File: src/rtl/demux_rr_arbiter_if.sv
// Request/grant bundle between the requester logic and the demux-sharing arbiter.
// The master side drives requests; the slave side (the arbiter) returns the grant.
interface demux_rr_arbiter_if;
    logic [7:0] REQ;
    logic       GRANT_EN;
    logic [2:0] GRANT_IDX;
    logic [7:0] GRANT;
    logic       TIMEOUT;

    modport master (
        output REQ,
        input  GRANT_EN,
        input  GRANT_IDX,
        input  GRANT,
        input  TIMEOUT
    );

    modport slave (
        input  REQ,
        output GRANT_EN,
        output GRANT_IDX,
        output GRANT,
        output TIMEOUT
    );
endinterface

File: src/rtl/demux_rr_arbiter.sv
// Round-robin arbiter sharing a 3-to-8 demux among 8 requesters, with a bounded
// grant length and a one-cycle idle gap between consecutive grants.
module demux_rr_arbiter #(
    parameter int unsigned MAX_GRANT = 8
) (
    input logic                CLK,
    input logic                RST_N,
    demux_rr_arbiter_if.slave  bus
);

    localparam logic [7:0] CntLast = 8'(MAX_GRANT - 1);

    typedef enum logic [1:0] {
        StIdle,
        StGrant,
        StRelease
    } state_e;

    state_e     state_q, state_d;
    logic [2:0] idx_q, idx_d;
    logic [2:0] ptr_q, ptr_d;
    logic [7:0] cnt_q, cnt_d;
    logic [7:0] grant_q, grant_d;
    logic       en_q, en_d;
    logic       timeout_q, timeout_d;

    logic [2:0] search_base;
    logic [2:0] cand;
    logic [2:0] winner;
    logic       found;

    // In RELEASE the search already starts past the index just served.
    always_comb begin
        search_base = (state_q == StRelease) ? idx_q + 3'd1 : ptr_q;
        cand        = 3'd0;
        winner      = 3'd0;
        found       = 1'b0;
        for (int i = 0; i < 8; i++) begin
            cand = search_base + 3'(i);
            if (!found && bus.REQ[cand]) begin
                found  = 1'b1;
                winner = cand;
            end
        end
    end

    always_comb begin
        state_d   = state_q;
        idx_d     = idx_q;
        ptr_d     = ptr_q;
        cnt_d     = cnt_q;
        grant_d   = grant_q;
        en_d      = en_q;
        timeout_d = 1'b0;

        unique case (state_q)
            StIdle: begin
                en_d    = 1'b0;
                grant_d = 8'h00;
                if (found) begin
                    state_d = StGrant;
                    idx_d   = winner;
                    en_d    = 1'b1;
                    grant_d = 8'h01 << winner;
                    cnt_d   = 8'd0;
                end
            end
            StGrant: begin
                cnt_d = cnt_q + 8'd1;
                // A dropped request wins over the limit, so TIMEOUT stays low then.
                if (!bus.REQ[idx_q]) begin
                    state_d = StRelease;
                    en_d    = 1'b0;
                    grant_d = 8'h00;
                end else if (cnt_q == CntLast) begin
                    state_d   = StRelease;
                    en_d      = 1'b0;
                    grant_d   = 8'h00;
                    timeout_d = 1'b1;
                end
            end
            StRelease: begin
                ptr_d   = idx_q + 3'd1;
                en_d    = 1'b0;
                grant_d = 8'h00;
                if (found) begin
                    state_d = StGrant;
                    idx_d   = winner;
                    en_d    = 1'b1;
                    grant_d = 8'h01 << winner;
                    cnt_d   = 8'd0;
                end else begin
                    state_d = StIdle;
                end
            end
            default: begin
                state_d = StIdle;
                en_d    = 1'b0;
                grant_d = 8'h00;
            end
        endcase
    end

    always_ff @(posedge CLK or negedge RST_N) begin
        if (!RST_N) begin
            state_q   <= StIdle;
            idx_q     <= 3'd0;
            ptr_q     <= 3'd0;
            cnt_q     <= 8'd0;
            grant_q   <= 8'h00;
            en_q      <= 1'b0;
            timeout_q <= 1'b0;
        end else begin
            state_q   <= state_d;
            idx_q     <= idx_d;
            ptr_q     <= ptr_d;
            cnt_q     <= cnt_d;
            grant_q   <= grant_d;
            en_q      <= en_d;
            timeout_q <= timeout_d;
        end
    end

    assign bus.GRANT_EN  = en_q;
    assign bus.GRANT_IDX = idx_q;
    assign bus.GRANT     = grant_q;
    assign bus.TIMEOUT   = timeout_q;

endmodule

File: src/flat_wrapper.sv
// flat-port wrapper written by rule: the top's interface ports become plain ports
module demux_rr_arbiter_flat 
#(
    parameter int unsigned MAX_GRANT = 8
)
  (CLK, RST_N, bus_REQ, bus_GRANT_EN, bus_GRANT_IDX, bus_GRANT, bus_TIMEOUT);
  demux_rr_arbiter_if bus_i ();
  input logic CLK;
  input logic RST_N;
  input wire logic [$bits(bus_i.REQ)-1:0] bus_REQ;
  output wire logic [$bits(bus_i.GRANT_EN)-1:0] bus_GRANT_EN;
  output wire logic [$bits(bus_i.GRANT_IDX)-1:0] bus_GRANT_IDX;
  output wire logic [$bits(bus_i.GRANT)-1:0] bus_GRANT;
  output wire logic [$bits(bus_i.TIMEOUT)-1:0] bus_TIMEOUT;
  assign bus_i.REQ = bus_REQ;
  assign bus_GRANT_EN = bus_i.GRANT_EN;
  assign bus_GRANT_IDX = bus_i.GRANT_IDX;
  assign bus_GRANT = bus_i.GRANT;
  assign bus_TIMEOUT = bus_i.TIMEOUT;
  demux_rr_arbiter #(.MAX_GRANT(MAX_GRANT)) u_core (.CLK(CLK), .RST_N(RST_N), .bus(bus_i));
endmodule
File: config.mk
export PLATFORM = sky130hd
export DESIGN_NAME = demux_rr_arbiter_flat
export DESIGN_NICKNAME = d
export VERILOG_FILES = /design/src/rtl/demux_rr_arbiter_if.sv /design/src/rtl/demux_rr_arbiter.sv /design/src/flat_wrapper.sv
export SDC_FILE = /design/constraint.sdc
export NUM_CORES = 1
export LEC_CHECK = 0
export BUFFER_PORTS_ARGS = -buffer_cell sky130_fd_sc_hd__buf_2
export CORE_AREA = 2 2 81 83
export CTS_CLUSTER_SIZE = 16
export DETAILED_ROUTE_END_ITERATION = 8
export DIE_AREA = 0 0 83 85
export HOLD_SLACK_MARGIN = 0.12
export SLEW_MARGIN = 15
export SYNTH_ARGS = -nofsm -noshare
export SYNTH_HDL_FRONTEND = slang
export SYNTH_SLANG_ARGS = --single-unit
export TNS_END_PERCENT = 10
File: constraint.sdc
create_clock -name CLK -period 9.1 [get_ports CLK]
set_clock_uncertainty 0.15 [all_clocks]
set_input_delay 0.91 -clock CLK [delete_from_list [all_inputs] [get_ports CLK]]
set_output_delay 0.91 -clock CLK [all_outputs]
set_load 0.1 [all_outputs]
==> summary.txt <==
DRC Markers: 0
Avg Synthesized Cell Area: 10.2 um2
utilization after layout: 36.6%
crit start category: flip-flop
largest net degree at the start of global routing: 27
hpwl dp: 3500 um
Max Clock Freq: 253 MHz
CTS buffer count: 3
MaxCap Viol Count: 0
cts-stage hold buffer count: 0
Synth Warn #: 0
Hold Crit Endpoint: u_core.bus.GRANT[7]
Fill cells: 629
Initial Util: 33.5%
drt first pass iters: 4
clk slew on worst S/H paths: 80 ps
Synth-to-Final Area Change: 9.34%
htree depth: 1
CP delay by family, top: simple AND/OR/NAND/NOR gates
CTS tree: done
CP peak stage delay: 500 ps
Final period util: 43.4%
Final #Nets: 236
Crit path required time: 9150 ps
FP Rows: 29
setup TNS: 0 ps
crit-path max FO: 16
layout cells sized above 1: 28.6%
RSZ-0062 raised after global routing: no
Die Wd: 83 um
Netlist cell types: 64
reg2reg path depth: 11
Setup CP Type: reg2reg
sequential area share after synthesis: 31.3%
placed instance area: 2230 um2
clk sinks: 26
synthesized net count: 217
commonest non-fill, non-tap cell in the layout: dfrtp_1
I/O Buffers: 22
Worst Path Arrival: 4000 ps
Post-Route WL: 4640 um
first-pass GRT wire length: 7810 um
GPL Wtd Cong: 0.851
post-CTS resize count: 0
reg2reg setup slack: 5150 ps
measured slew at the worst slew-check pin: 1010 ps
Period minus WS final: 3950 ps
vias in the first global route: 1545
most frequent cells in the layout: 26 x dfrtp_1, 22 x buf_2, 20 x nor2_1
height of the die: 85 um
total grt overflow: 0
worst reg2reg path startpoint: u_core.state_q[0]
critical path capture point type: flip-flop
hold path start: u_core.bus.GRANT[7]
n_diodes: 0
worst path cell trace: nor2b_2 -> mux2_1 -> ha_1 -> inv_1 -> xnor2_2 -> mux2i_1 -> mux2i_1 -> and4_4 -> a31oi_4 -> nor3b_4 -> a32o_1
final hold viol count: 0
drt first-iter violations: 121
wire per inst: 15.6 um
final setup fails: 0
Mapped Cells: 203
Post-synth EDFFs: 0
CP max stage cell: mux2_1
worst hold path type: reg2reg
relative slew slack: 31.8%
Core Box Area: 6200 um2
post-synth design cell area: 2080 um2
WHS Path Cells: 2
antenna violations before repair: 0
status: finished, final reports clean
Skew-Pair Late Insertion Delay: 260 ps
Pins Over Slew Limit: 0
Yosys reg bits: 26
maximum buffer depth of the clock tree: 2
die area: 7060 um2
FF-to-FF End: u_core.bus.GRANT[5]
root cell of the clock tree: clkbuf_8
Synth async-reset ratio: 100%
Crit path top cell by count: mux2i_1
Post-CTS Setup Inserts: 0
Detail Route Antenna Nets: 0
worst path bufs/invs: 1
Total GRT Usage: 13.3%
number of vias per cell: 5.33
Post-synth top flop: dfrtp_1
I/O Pins: 23
vias after detailed routing: 1582
final instance area: 2270 um2
==> worst min-delay path: stages, from the launching register on <==
cell	delay, ps
dfrtp_1	350
nand2_1	50
o31ai_1	50
==> cell type report <==
cell class	count	area [um2]	area share (%)
timing repair buffer	22	110	4.85
sequential	26	651	28.7
inverter	7	31.3	1.38
multi-input combinational	162	1340	59.1
clock buffer	3	41.3	1.82
tap	77	96.3	4.24
==> routing by layer <==
| metal | routed length, um | vias up | track usage (%) |
|---|---|---|---|
| met5 | 0 | - | 0 |
| met4 | 20 | 0 | 1.79 |
| met3 | 163 | 4 | 1.85 |
| met1 | 2370 | 769 | 19.3 |
| met2 | 2080 | 31 | 21.8 |
| li1 | - | 778 | - |
==> per-stage QoR <==
stage          worst slack (ps)  std cells  hold WS, ps
2_1_floorplan              5150        203          337
3_3_place_gp               5240        294          327
3_5_place_dp               5180        294          315
4_1_cts                    5140        297          343
5_1_grt                    4840        297          368
6_report                   5150        297          332
==> cell usage after synthesis, types with 3 or more instances <==
cell | n | area, um2
a32o_1 | 5 | 50.1
a21oi_1 | 4 | 20.0
nor3_1 | 3 | 15.0
o31ai_1 | 4 | 30.0
nand2b_1 | 3 | 18.8
ha_1 | 4 | 50.1
mux2i_1 | 19 | 190
mux2_2 | 5 | 56.3
xor2_1 | 5 | 43.8
xnor2_1 | 5 | 43.8
mux2i_4 | 3 | 67.6
nand2_1 | 18 | 67.6
nand4_1 | 4 | 25.0
nor2b_1 | 6 | 37.5
o211ai_1 | 3 | 22.5
o21ai_0 | 7 | 35.0
inv_1 | 3 | 11.3
clkbuf_1 | 4 | 15.0
nor2_1 | 20 | 75.1
dfrtp_1 | 26 | 651
==> worst max-delay path by stage <==
| stage | start | end | slack, ps | cells past startpoint |
|---|---|---|---|---|
| 4_1_cts | u_core.state_q[0] | u_core.bus.GRANT[5] | 5140 | 11 |
| 3_3_place_gp | u_core.state_q[0] | u_core.bus.GRANT[5] | 5240 | 11 |
| 6_report | u_core.state_q[0] | u_core.bus.GRANT[5] | 5150 | 11 |
| 2_1_floorplan | u_core.bus.GRANT_IDX[1] | u_core.bus.GRANT[4] | 5150 | 13 |
| 5_1_grt | u_core.state_q[0] | u_core.bus.GRANT[4] | 4840 | 11 |
| 3_5_place_dp | u_core.bus.GRANT_IDX[0] | u_core.bus.GRANT[5] | 5180 | 11 |
==> state kept, by name (all words and copies together), names as in the netlist <==
signal	cells
u_core.state_q	2
u_core.bus.GRANT_EN	1
u_core.ptr_q	3
u_core.cnt_q	8
u_core.bus.TIMEOUT	1
u_core.bus.GRANT	8
u_core.bus.GRANT_IDX	3
==> logic make-up (layout without fill, tap and decap cells) <==
logic type	Yosys count	in the layout	share of synthesized area (%)
AOI/OAI and AO/OA	45	45	19.4
xor gates and xnor gates	11	11	5.00
adders and majority gates	4	4	2.41
buffers and inverters	15	32	4.10
DFF	26	26	31.3
muxes	33	33	19.9
and+or+nand+nor	69	69	17.9
Power is not shown: default switching activity piles up to over one toggle a cycle in this logic, so the estimate is an artifact.
